===== config.mk =====
export PLATFORM = sky130hd
export DESIGN_NAME = multicycle_ctrl
export DESIGN_NICKNAME = d
export VERILOG_FILES = /design/src/rtl/mc_ctrl_pkg.sv /design/src/rtl/mc_main_decode.sv /design/src/rtl/multicycle_ctrl.sv
export SDC_FILE = /design/constraint.sdc
export NUM_CORES = 1
export LEC_CHECK = 0
export CAP_MARGIN = 25
export CELL_PAD_IN_SITES_DETAIL_PLACEMENT = 0
export CELL_PAD_IN_SITES_GLOBAL_PLACEMENT = 1
export CORE_ASPECT_RATIO = 0.75
export CORE_MARGIN = 1
export CORE_UTILIZATION = 34
export CTS_CLUSTER_SIZE = 30
export DETAILED_ROUTE_END_ITERATION = 7
export GPL_TIMING_DRIVEN = 0
export PLACE_DENSITY_LB_ADDON = 0.1
export SLEW_MARGIN = 20
export SYNTH_ARGS = -nofsm -noshare
export SYNTH_HDL_FRONTEND = slang
export SYNTH_SLANG_ARGS = --single-unit

===== constraint.sdc =====
create_clock -name clk -period 1.95 [get_ports clk]
set_input_delay 0.39 -clock clk [delete_from_list [all_inputs] [get_ports clk]]
set_output_delay 0.39 -clock clk [all_outputs]
set_load 0.1 [all_outputs]

===== src/rtl/mc_ctrl_pkg.sv =====
// Shared types and encodings for the multi-cycle processor control FSM.
package mc_ctrl_pkg;

  typedef enum logic [3:0] {
    IDLE, FETCH, DECODE, EXEC, MEM, WB, BRANCH, JUMP, ERR
  } state_t;

  typedef enum logic [2:0] {
    CLS_R, CLS_ADDI, CLS_LW, CLS_SW, CLS_BEQ, CLS_J, CLS_JAL, CLS_JR
  } instr_cls_t;

  localparam logic [5:0] OP_RTYPE = 6'b000000;
  localparam logic [5:0] OP_J     = 6'b000010;
  localparam logic [5:0] OP_JAL   = 6'b000011;
  localparam logic [5:0] OP_BEQ   = 6'b000100;
  localparam logic [5:0] OP_ADDI  = 6'b001000;
  localparam logic [5:0] OP_LW    = 6'b100011;
  localparam logic [5:0] OP_SW    = 6'b101011;

  localparam logic [5:0] FN_JR   = 6'b001000;
  localparam logic [5:0] FN_ADD  = 6'b100000;
  localparam logic [5:0] FN_ADDU = 6'b100001;
  localparam logic [5:0] FN_SUB  = 6'b100010;
  localparam logic [5:0] FN_SUBU = 6'b100011;
  localparam logic [5:0] FN_AND  = 6'b100100;
  localparam logic [5:0] FN_OR   = 6'b100101;
  localparam logic [5:0] FN_XOR  = 6'b100110;
  localparam logic [5:0] FN_NOR  = 6'b100111;
  localparam logic [5:0] FN_SLT  = 6'b101010;
  localparam logic [5:0] FN_SLTU = 6'b101011;

  localparam logic [1:0] WB_DM  = 2'b00;
  localparam logic [1:0] WB_ALU = 2'b01;
  localparam logic [1:0] WB_SUM = 2'b10;

  localparam logic [1:0] PC_SRC_PC4 = 2'b00;
  localparam logic [1:0] PC_SRC_BR  = 2'b01;
  localparam logic [1:0] PC_SRC_JMP = 2'b10;
  localparam logic [1:0] PC_SRC_RS  = 2'b11;

  localparam logic [1:0] REG_DST_RT = 2'b00;
  localparam logic [1:0] REG_DST_RD = 2'b01;
  localparam logic [1:0] REG_DST_RA = 2'b10;

  localparam logic [1:0] ALU_OP_ADD   = 2'b00;
  localparam logic [1:0] ALU_OP_SUB   = 2'b01;
  localparam logic [1:0] ALU_OP_FUNCT = 2'b10;

  localparam logic [1:0] ALUB_RT  = 2'b00;
  localparam logic [1:0] ALUB_4   = 2'b01;
  localparam logic [1:0] ALUB_IMM = 2'b10;

  // fetch/branch are state flags; their strobes are qualified by mem_ready/zero at the port.
  typedef struct packed {
    logic       mem_req;
    logic       mem_we;
    logic       iord;
    logic       fetch;
    logic       branch;
    logic       pc_write;
    logic [1:0] pc_src;
    logic       reg_write;
    logic [1:0] reg_dst;
    logic [1:0] wb_sel;
    logic [1:0] alu_src_b;
    logic [1:0] alu_op;
    logic       bus_err;
  } ctrl_t;

  function automatic logic is_alu_funct(input logic [5:0] f);
    case (f)
      FN_ADD, FN_ADDU, FN_SUB, FN_SUBU, FN_AND, FN_OR,
      FN_XOR, FN_NOR, FN_SLT, FN_SLTU: return 1'b1;
      default:                          return 1'b0;
    endcase
  endfunction

endpackage


===== src/rtl/mc_main_decode.sv =====
// Combinational main decoder: opcode/funct to instruction class plus illegal flag.
module mc_main_decode
  import mc_ctrl_pkg::*;
(
  input  logic [5:0] i_opcode,
  input  logic [5:0] i_funct,
  output logic [2:0] o_cls,
  output logic       o_illegal
);

  always_comb begin
    o_cls     = CLS_R;
    o_illegal = 1'b0;
    case (i_opcode)
      OP_RTYPE: begin
        if (i_funct == FN_JR)            o_cls = CLS_JR;
        else if (!is_alu_funct(i_funct)) o_illegal = 1'b1;
      end
      OP_ADDI: o_cls = CLS_ADDI;
      OP_LW:   o_cls = CLS_LW;
      OP_SW:   o_cls = CLS_SW;
      OP_BEQ:  o_cls = CLS_BEQ;
      OP_J:    o_cls = CLS_J;
      OP_JAL:  o_cls = CLS_JAL;
      default: o_illegal = 1'b1;
    endcase
  end

endmodule


===== src/rtl/multicycle_ctrl.sv =====
// Multi-cycle control FSM: fetch/decode/execute/memory/writeback over one memory port,
// with a memory wait timeout that parks the FSM in a sticky error state.
module multicycle_ctrl
  import mc_ctrl_pkg::*;
#(
  parameter int MEM_TIMEOUT = 16,
  parameter int CNT_W       = 5
) (
  input  logic       clk,
  input  logic       rst_n,
  input  logic [5:0] opcode,
  input  logic [5:0] funct,
  input  logic       zero,
  input  logic       mem_ready,
  output logic       mem_req,
  output logic       mem_we,
  output logic       iord,
  output logic       ir_write,
  output logic       pc_write,
  output logic [1:0] pc_src,
  output logic       reg_write,
  output logic [1:0] reg_dst,
  output logic [1:0] wb_sel,
  output logic [1:0] alu_src_b,
  output logic [1:0] alu_op,
  output logic       instr_done,
  output logic       illegal,
  output logic       bus_err,
  output logic [3:0] o_dbg_state
);

  state_t           r_state, w_next;
  instr_cls_t       r_cls, w_dec_cls, w_cls_n;
  logic [2:0]       w_dec_cls_raw;
  logic             w_dec_illegal;
  logic [CNT_W-1:0] r_cnt;
  logic             w_wait, w_timeout;
  ctrl_t            r_ctrl, w_ctrl;
  logic             r_done, r_illegal;

  mc_main_decode u_dec (
    .i_opcode  (opcode),
    .i_funct   (funct),
    .o_cls     (w_dec_cls_raw),
    .o_illegal (w_dec_illegal)
  );

  assign w_dec_cls = instr_cls_t'(w_dec_cls_raw);
  assign w_wait    = (r_state == FETCH || r_state == MEM) && !mem_ready;
  assign w_timeout = w_wait && (r_cnt == CNT_W'(MEM_TIMEOUT - 1));

  always_comb begin
    w_next = r_state;
    case (r_state)
      IDLE:   w_next = FETCH;
      FETCH:  if (mem_ready) w_next = DECODE;
              else if (w_timeout) w_next = ERR;
      DECODE: begin
        if (w_dec_illegal) w_next = FETCH;
        else begin
          case (w_dec_cls)
            CLS_BEQ:                w_next = BRANCH;
            CLS_J, CLS_JAL, CLS_JR: w_next = JUMP;
            default:                w_next = EXEC;
          endcase
        end
      end
      EXEC:   w_next = (r_cls == CLS_LW || r_cls == CLS_SW) ? MEM : WB;
      MEM:    if (mem_ready) w_next = (r_cls == CLS_SW) ? FETCH : WB;
              else if (w_timeout) w_next = ERR;
      WB, BRANCH, JUMP: w_next = FETCH;
      ERR:    w_next = ERR;
      default: w_next = IDLE;
    endcase
  end

  // Outputs are registered from the state being entered, so the class must be
  // taken straight from the decoder on the DECODE->EXEC transition.
  always_comb begin
    w_ctrl  = '0;
    w_cls_n = (r_state == DECODE) ? w_dec_cls : r_cls;
    case (w_next)
      FETCH: begin
        w_ctrl.mem_req   = 1'b1;
        w_ctrl.fetch     = 1'b1;
        w_ctrl.alu_src_b = ALUB_4;
      end
      EXEC: begin
        if (w_cls_n == CLS_R) w_ctrl.alu_op = ALU_OP_FUNCT;
        else begin
          w_ctrl.alu_op    = ALU_OP_ADD;
          w_ctrl.alu_src_b = ALUB_IMM;
        end
      end
      MEM: begin
        w_ctrl.mem_req = 1'b1;
        w_ctrl.iord    = 1'b1;
        w_ctrl.mem_we  = (w_cls_n == CLS_SW);
      end
      WB: begin
        w_ctrl.reg_write = 1'b1;
        case (w_cls_n)
          CLS_R:    begin w_ctrl.reg_dst = REG_DST_RD; w_ctrl.wb_sel = WB_ALU; end
          CLS_ADDI: begin w_ctrl.reg_dst = REG_DST_RT; w_ctrl.wb_sel = WB_ALU; end
          default:  begin w_ctrl.reg_dst = REG_DST_RT; w_ctrl.wb_sel = WB_DM;  end
        endcase
      end
      BRANCH: begin
        w_ctrl.alu_op = ALU_OP_SUB;
        w_ctrl.pc_src = PC_SRC_BR;
        w_ctrl.branch = 1'b1;
      end
      JUMP: begin
        w_ctrl.pc_write = 1'b1;
        w_ctrl.pc_src   = (w_cls_n == CLS_JR) ? PC_SRC_RS : PC_SRC_JMP;
        if (w_cls_n == CLS_JAL) begin
          w_ctrl.reg_write = 1'b1;
          w_ctrl.reg_dst   = REG_DST_RA;
          w_ctrl.wb_sel    = WB_SUM;
        end
      end
      ERR:     w_ctrl.bus_err = 1'b1;
      default: w_ctrl = '0;
    endcase
  end

  always_ff @(posedge clk or negedge rst_n) begin
    if (!rst_n) begin
      r_state   <= IDLE;
      r_cls     <= CLS_R;
      r_cnt     <= '0;
      r_ctrl    <= '0;
      r_done    <= 1'b0;
      r_illegal <= 1'b0;
    end else begin
      r_state   <= w_next;
      r_ctrl    <= w_ctrl;
      if (r_state == DECODE) r_cls <= w_dec_cls;
      if (w_next != r_state) r_cnt <= '0;
      else if (w_wait)       r_cnt <= r_cnt + 1'b1;
      r_done    <= (r_state == WB) || (r_state == BRANCH) || (r_state == JUMP) ||
                   ((r_state == MEM) && mem_ready && (r_cls == CLS_SW));
      r_illegal <= (r_state == DECODE) && w_dec_illegal;
    end
  end

  // IR/PC load on the fetch handshake and the beq condition are known only in-cycle.
  assign ir_write    = r_ctrl.fetch & mem_ready;
  assign pc_write    = r_ctrl.pc_write | (r_ctrl.fetch & mem_ready) | (r_ctrl.branch & zero);
  assign mem_req     = r_ctrl.mem_req;
  assign mem_we      = r_ctrl.mem_we;
  assign iord        = r_ctrl.iord;
  assign pc_src      = r_ctrl.pc_src;
  assign reg_write   = r_ctrl.reg_write;
  assign reg_dst     = r_ctrl.reg_dst;
  assign wb_sel      = r_ctrl.wb_sel;
  assign alu_src_b   = r_ctrl.alu_src_b;
  assign alu_op      = r_ctrl.alu_op;
  assign bus_err     = r_ctrl.bus_err;
  assign instr_done  = r_done;
  assign illegal     = r_illegal;
  assign o_dbg_state = r_state;

endmodule

==> results.md, run 1 <==
- Outcome: finished with violations
- Failing checks: setup timing
- CP Max Fanout: 4
- Final core occ: 57.4%
- Yosys reg bits: 30
- Vias in the first global route: 1513
- Slowest-stage cell, CP: or4b_4
- Tmin final: 2.22 ns
- Critical Path Max Stage Delay: 0.47 ns
- Post-Synth XOR/XNOR Area: 2.65%
- Core Region: 4570 um^2
- Critical path required time: 2.11 ns
- Cell count after synthesis: 162
- Initial Utilization: 36.1%
- Fin worst setup slack: -0.269 ns
- Clk slew on worst S/H paths: 0.07 ns
- Yosys cell types: 51
- Vias post-DR: 1502
- Post-synthesis compound-gate area fraction: 16.5%
- Layout cell share with drive strength beyond 1: 46.4%
- Port buffer count: 37
- CP startpoint kind: flop
- Clock buffer depth: 2
- Slew Limit Fails: 0
- WL final: 4420 um
- Layout fillers: 401
- Largest family of logic cells by synthesized area: simple AND/OR/NAND/NOR gates
- Final instance area: 2630 um^2
- Initial antenna violation count: 0
- Crit-path cells: ha_2, and3_4, ha_4, or4b_4, a21oi_4, a2111o_1, buf_6, a21o_1, a21oi_2
- Simple-gate portion of the synthesized area: 23.4%
- GRT overflow: 0
- Worst IR Drop VDD: 1.33 mV
- ANT cells: 0
- Num CTS Buffers: 5
- Fin. Hold Viols: 0
- Tot Pwr: 4.18 mW
- HPWL after DPL: 2770 um
- Max cap viols: 0
- Clk_skew: 0.00732 ns
- Mean number of vias per cell: 5.35
- Pwr Density: 1590 nW/um^2
- NumNets Final: 241
- Worst Max-Slew Pin Slew: 0.957 ns
- Average wire per standard cell: 15.7 um
- Crit path DAT: 2.38 ns
- Fin crit share: 114%
- Place WS: -0.672 ns
- Initial DRC Count: 63
- Clock latency on the worst-skew pair: 0.28 ns
- Synth Area per Inst: 10.2 um^2
- Worst Setup End Kind: flop
- Die area: 5140 um^2
- Site row count: 21
- Die height: 62.3 um
- DRC: 0
- Setup TNS: -3.44 ns
- GPL Wtd Cong: 0.808
- Mux cell area share after synthesis: 1.82%
- Largest net degree at the start of global routing: 31
- Num ports: 39
- Critical path class: reg2reg
- Synth-to-layout area growth: 59.1%
- Synth Warn #: 0
- Slew HR: 36.4%
- Total GRT Usage: 18.8%
- CTS tree: yes
- Hold Buf Count CTS: 0
- Synth Area in Adders: 1.52%
- Leakage: 1.16 nW
- Multi-input logic area: 1030 um^2
- Area after DPL: 2110 um^2
- Root buffer cell: clkbuf_8
- Async S/R FF share, synth: 100%
- Register area: 761 um^2
- Drt pass-1 iters: 4
- Count of final setup violators: 18
- First-pass GRT wire length: 7250 um
- Sequential-to-total area share from yosys stat: 45.5%
- Worst reg2reg setup slack: -0.27 ns
- Unrepaired setup endpoints after global routing: true
- Routed Antenna Nets: 0
- EDFF count, synth: 0
- Clock sinks: 30
- # H-tree levels: 2
- Maximum clock frequency: 0.451 GHz
- Die W: 82.5 um
- Top FF cell, synth: dfrtp_1
- Hold crit path type: in2async
- Syn_nets: 180
- Synthesized area: 1650 um^2
[cells in the final DEF, fill, tap and decap left out, drive strengths merged, types with 2 or more instances in the layout]
master	instances
clkbuf	13
xor2	2
a2111oi	3
dlymetal6s2s	3
a31oi	3
nor2b	5
or4b	2
o21a	4
dlygate4sd2	7
a211oi	2
mux2i	3
nor3	9
a21oi	8
nand3	2
nand2	6
nand4	3
and3	2
nor4b	3
a211o	2
clkdlybuf4s50	10
buf	35
nor3b	3
o21ai	6
xnor2	3
ha	2
clkdlybuf4s15	9
nor4	2
inv	7
nand2b	2
nor2	15
dfrtp	30
[per-layer routing]
metal  up-vias  track usage (%)  routed length, um  share of wire (%)
li1        707                -                  -                  -
met1       737             26.4               2000                 45
met2        46             29.0               2110                 48
met3        12             4.56                255                5.8
met4         0             4.39                 57                1.3
met5         -                0                  0                  0
[metrics by stage]
step                      std cells  hold WS, ns
after floorplan                 162       0.0944
after global placement          256        0.535
after detailed placement        256        0.464
after CTS                       272        0.158
after global routing            281        0.185
final                           281        0.137
[where the power goes]
group          switching (mW)  internal (mW)
Clock                   0.245          0.283
Combinational            1.79          0.983
Sequential             0.0857          0.792
[timing repair]
action / CTS / global route
pin swaps: 6 / 15
setup buffers: 7 / 9
resized for setup: 74 / 40
cloned: 1 / 0
setup endpoints to repair: 45 / 36
[Yosys cell counts, drive strengths merged (2+ instances only)]
cell | n | share of area (%)
a2111oi | 3 | 1.6
a211o | 2 | 1.1
a211oi | 2 | 0.91
a21oi | 8 | 2.4
a31oi | 3 | 1.1
and3 | 2 | 0.76
buf | 17 | 7.1
dfrtp | 30 | 45
ha | 2 | 1.5
inv | 7 | 1.6
mux2i | 3 | 1.8
nand2 | 6 | 1.4
nand2b | 2 | 0.76
nand3 | 2 | 0.91
nand4 | 3 | 1.1
nor2 | 15 | 3.4
nor2b | 5 | 1.9
nor3 | 9 | 2.7
nor3b | 3 | 1.4
nor4 | 2 | 1.1
nor4b | 3 | 2.9
o21a | 4 | 1.8
o21ai | 6 | 2.5
or4b | 2 | 1.2
xnor2 | 3 | 1.6
xor2 | 2 | 1.1
[critical path, delay by kind of cell (launching register included)]
family	cells	cell delay [ns]
compound gates	4	0.54
fa+ha+maj	2	0.35
buf+inv	1	0.13
flops	1	0.40
simple gates	2	0.67
[cells by family after synthesis]
family	after synthesis
adder cells (fa/ha/maj)	2
buffers and inverters	24
AND/OR/NAND/NOR	61
AO/OA/AOI/OAI	37
flip-flops	30
XOR/XNOR	5
multiplexers	3
[flip-flops by register name, indices dropped and copies added, names as in the netlist]
register and cells:
r_cnt 5, alu_op 1, r_cls 3, instr_done 1, o_dbg_state 4, mem_req 1, pc_src 2, illegal 1
mem_we 1, wb_sel 1, r_ctrl 3, bus_err 1, alu_src_b 2, reg_write 1, reg_dst 2, iord 1
[path summary, 6_finish.rpt]
kind / startpoint / end / cells after the start
worst max-delay path: r_cnt[0]$_DFFE_PN0P_ / mem_req$_DFF_PN0_ / 9
min in group clk: opcode[4] / illegal$_DFF_PN0_ / 3
worst max register to register: r_cnt[0]$_DFFE_PN0P_ / mem_req$_DFF_PN0_ / 9
max in group asynchronous: rst_n / o_dbg_state[3]$_DFF_PN0_ / 1
worst min-delay path: rst_n / r_ctrl[14]$_DFF_PN0_ / 1
worst min register to register: r_cls[2]$_DFF_PN0_ / r_cls[2]$_DFF_PN0_ / 2
[area by class of cell]
type | count | area share [%]
inverter | 7 | 1.00
timing repair buffer | 54 | 19.6
buffer | 17 | 5.00
clock buffer | 6 | 3.14
clock inverter | 2 | 0.476
multi-input combinational | 108 | 39.1
tap | 57 | 2.72
sequential | 30 | 29.0
No activity file was read; power rests on OpenSTA's default activity.
==> inputs of run 2 (changes only) <==
--- a/config.mk
+++ b/config.mk
@@ -8,7 +8,7 @@
 export CAP_MARGIN = 25
 export CELL_PAD_IN_SITES_DETAIL_PLACEMENT = 0
 export CELL_PAD_IN_SITES_GLOBAL_PLACEMENT = 1
-export CORE_ASPECT_RATIO = 0.75
+export CORE_ASPECT_RATIO = 1.1
 export CORE_MARGIN = 1
 export CORE_UTILIZATION = 34
 export CTS_CLUSTER_SIZE = 30
==> run 2 against run 1 <==
Compared with the run above:
- register-to-register slack improved by 0.06 ns
- clock power down 5.7%
- highest routed layer unchanged
- setup slack improved by 0.063 ns
- worst hold slack improved by 0.0024 ns
- sequential cell count unchanged
- die area barely moved
- combinational power decreased by 10%
- sequential power about the same
- the flow still finishes with violations (setup timing)
- cell count down 2.5%
- count of clock-buffer cells in the layout increased by 1
- critical endpoint is now r_cnt[0]$_DFFE_PN0P_
- fmax is 2.9% higher
- sequential share of layout area increased by 1.2 points
==> results.md, run 2 (synthesis gave the netlist of run 1 again) <==
- Internal: 1.89 mW (-8.2%)
- Largest net degree at the start of global routing: 31 (unchanged)
- Sw frac: 51.1% (+0.33 points)
- Layout fillers: 427 (+6.5%)
- Critical path required time: 2.10 ns (about the same)
- Crit path DAT: 2.31 ns (-0.07 ns)
- Hold crit path type: in2async
- Initial DRC Count: 47 (-25%)
- Routed Antenna Nets: 0 (unchanged)
- Flop pwr share: 22.7% (+1.7 points)
- Tmin final: 2.16 ns (-0.0632 ns)
- Port buffer count: 37 (unchanged)
- Multi-input logic area: 995 um^2 (-3.2%)
- Synth-to-layout area growth: 52.6%
- Slew HR: 36.4% (-0.060 points)
- Root buffer cell: clkbuf_8
- Register area: 761 um^2 (unchanged)
- GRT overflow: 0 (unchanged)
- ANT cells: 0 (unchanged)
- Leakage: 1.13 nW (-2.3%)
- Num CTS Buffers: 5 (unchanged)
- Clock sinks: 30 (unchanged)
- Most frequent cells in the layout: dfrtp_1 (26), buf_4 (17), nor2_1 (13), clkdlybuf4s50_1 (9), dlygate4sd2_1 (9)
- Top reg by flops: r_cnt
- NumNets Final: 236 (-2.1%)
- DRC: 0 (unchanged)
- Layout cell share with drive strength beyond 1: 42.2% (-4.2 points)
- Clock latency on the worst-skew pair: 0.28 ns (about the same)
- Total GRT Usage: 18.1% (-0.75 points)
- Clk slew on worst S/H paths: 0.06 ns (about the same)
- Count of final setup violators: 19 (+1)
- Critical path class: reg2reg
- Core Region: 4650 um^2 (+1.8%)
- Combinational power share: 64.4% (-2.0 points)
- Vias post-DR: 1445 (-3.8%)
- Outcome: finished with violations
- Clock buffer depth: 2 (unchanged)
- Tot Pwr: 3.86 mW (-7.6%)
- First-pass GRT wire length: 6610 um (-8.8%)
- CP Max Fanout: 5 (+1)
- Failing checks: setup timing
- Final instance area: 2520 um^2 (-4.1%)
- Place WS: -0.702 ns (-0.0306 ns)
- Area after DPL: 2110 um^2 (about the same)
- # H-tree levels: 2 (unchanged)
- Largest register FFs: 5 (unchanged)
- GPL Wtd Cong: 0.850 (+5.2%)
- Slew Limit Fails: 0 (unchanged)
- Num ports: 39 (unchanged)
- Maximum clock frequency: 0.464 GHz (+2.9%)
- Clk_skew: 0.00266 ns (-0.00466 ns)
- Die area: 5140 um^2 (about the same)
- Vias in the first global route: 1413 (-6.6%)
- Max cap viols: 0 (unchanged)
- CP startpoint kind: flop
- Initial Utilization: 35.5% (-0.62 points)
- Mean number of vias per cell: 5.27 (-1.3%)
- Switch Pwr: 1.97 mW (-7.0%)
- Initial antenna violation count: 0 (unchanged)
- Hold Buf Count CTS: 0 (unchanged)
- Drt pass-1 iters: 4 (unchanged)
- CTS tree: yes
- Site row count: 26 (+24%)
- Worst Setup End Kind: flop
- Worst IR Drop VDD: 0.598 mV (-55%)
- Pwr Density: 1530 nW/um^2 (-3.7%)
- Fin. Hold Viols: 0 (unchanged)
- Worst Max-Slew Pin Slew: 0.958 ns (+0.000901 ns)
- Die height: 75.1 um (+20%)
- Fin worst setup slack: -0.206 ns (+0.0632 ns)
- Fin crit share: 111% (-3.2 points)
- Clk pwr share: 12.9% (+0.3 points)
- Unrepaired setup endpoints after global routing: true
- HPWL after DPL: 2760 um (-0.58%)
- Die W: 68.4 um (-17%)
- Average wire per standard cell: 14.9 um (-5.5%)
- WL final: 4080 um (-7.8%)
- Commonest non-fill, non-tap cell in the layout: dfrtp_1
-- run 2: cell types whose count changed in the layout (fill, tap and decap cells not counted), moves of 2 or more --
cell	delta
dlygate4sd2_1	+2
buf_4	-7
nor2_1	+3
buf_6	+5
nor2_2	-2
buf_12	-2
-- run 2: per-stage QoR --
step / hold WS (ns) / util [%] / std cells / setup TNS, ns
3_5_place_dp: 0.461 / 45.4 / 255 / -13.07
5_1_grt: 0.196 / 54.1 / 274 / -4.69
4_1_cts: 0.161 / 52.7 / 271 / -2.33
2_1_floorplan: 0.0944 / - / 162 / -1.34
3_3_place_gp: 0.510 / 45.5 / 255 / -13.17
6_report: 0.139 / 54.1 / 274 / -2.49
-- run 2: power by group through the flow --
stage	combinational [mW]	clock (mW)	sequential (mW)
5_1_grt	2.63	0.537	0.902
2_1_floorplan	1.15	0	1.34
3_3_place_gp	2.04	0	0.884
4_1_cts	2.38	0.512	0.881
3_5_place_dp	2.05	0	0.887
6_report	2.49	0.498	0.878
-- run 2: worst paths after layout --
| path | slack (ns) | to | depth (start not counted) | from |
|---|---|---|---|---|
| worst max register to register | -0.21 | r_cnt[0]$_DFFE_PN0P_ | 10 | r_cnt[1]$_DFFE_PN0P_ |
| worst max-delay path | -0.21 | r_cnt[0]$_DFFE_PN0P_ | 10 | r_cnt[1]$_DFFE_PN0P_ |
| max in group asynchronous | 1.32 | o_dbg_state[0]$_DFF_PN0_ | 1 | rst_n |
| worst min-delay path | 0.14 | reg_write$_DFF_PN0_ | 1 | rst_n |
| min in group clk | 0.60 | o_dbg_state[1]$_DFF_PN0_ | 3 | mem_ready |
| worst min register to register | 0.61 | r_cls[2]$_DFF_PN0_ | 2 | r_cls[2]$_DFF_PN0_ |
-- run 2: what timing repair did --
item | CTS | global route
buffers inserted | 9 | 4
gates resized for setup | 79 | 31
setup endpoints to repair | 44 | 36
pin swaps | 4 | 19
-- run 2: critical path, cell delays in order (launching register included) --
cell and delay (ns):
dfrtp_1 0.40, ha_2 0.20, and3_4 0.18, ha_4 0.16, buf_6 0.11, o21a_1 0.15, o21ai_1 0.12, a211o_2 0.18
buf_6 0.11, mux2i_4 0.31, nor3_1 0.09
-- run 2: cell type report --
| class | instances | share of cell area, % |
|---|---|---|
| Inverter | 7 | 1.04 |
| Sequential cell | 30 | 30.2 |
| Clock buffer | 7 | 3.43 |
| Timing Repair Buffer | 49 | 17.7 |
| Buffer | 17 | 5.37 |
| Multi-Input combinational cell | 108 | 39.5 |
| Tap cell | 56 | 2.78 |
-- run 2: per-layer routing --
metal  GRT usage, %  up-vias  part of all wire [%]
li1               -      696                     -
met1           21.3      694                    43
met2           30.9       45                    51
met3           3.48       10                   4.1
met4           9.03        0                   2.3
met5              0        -                     0
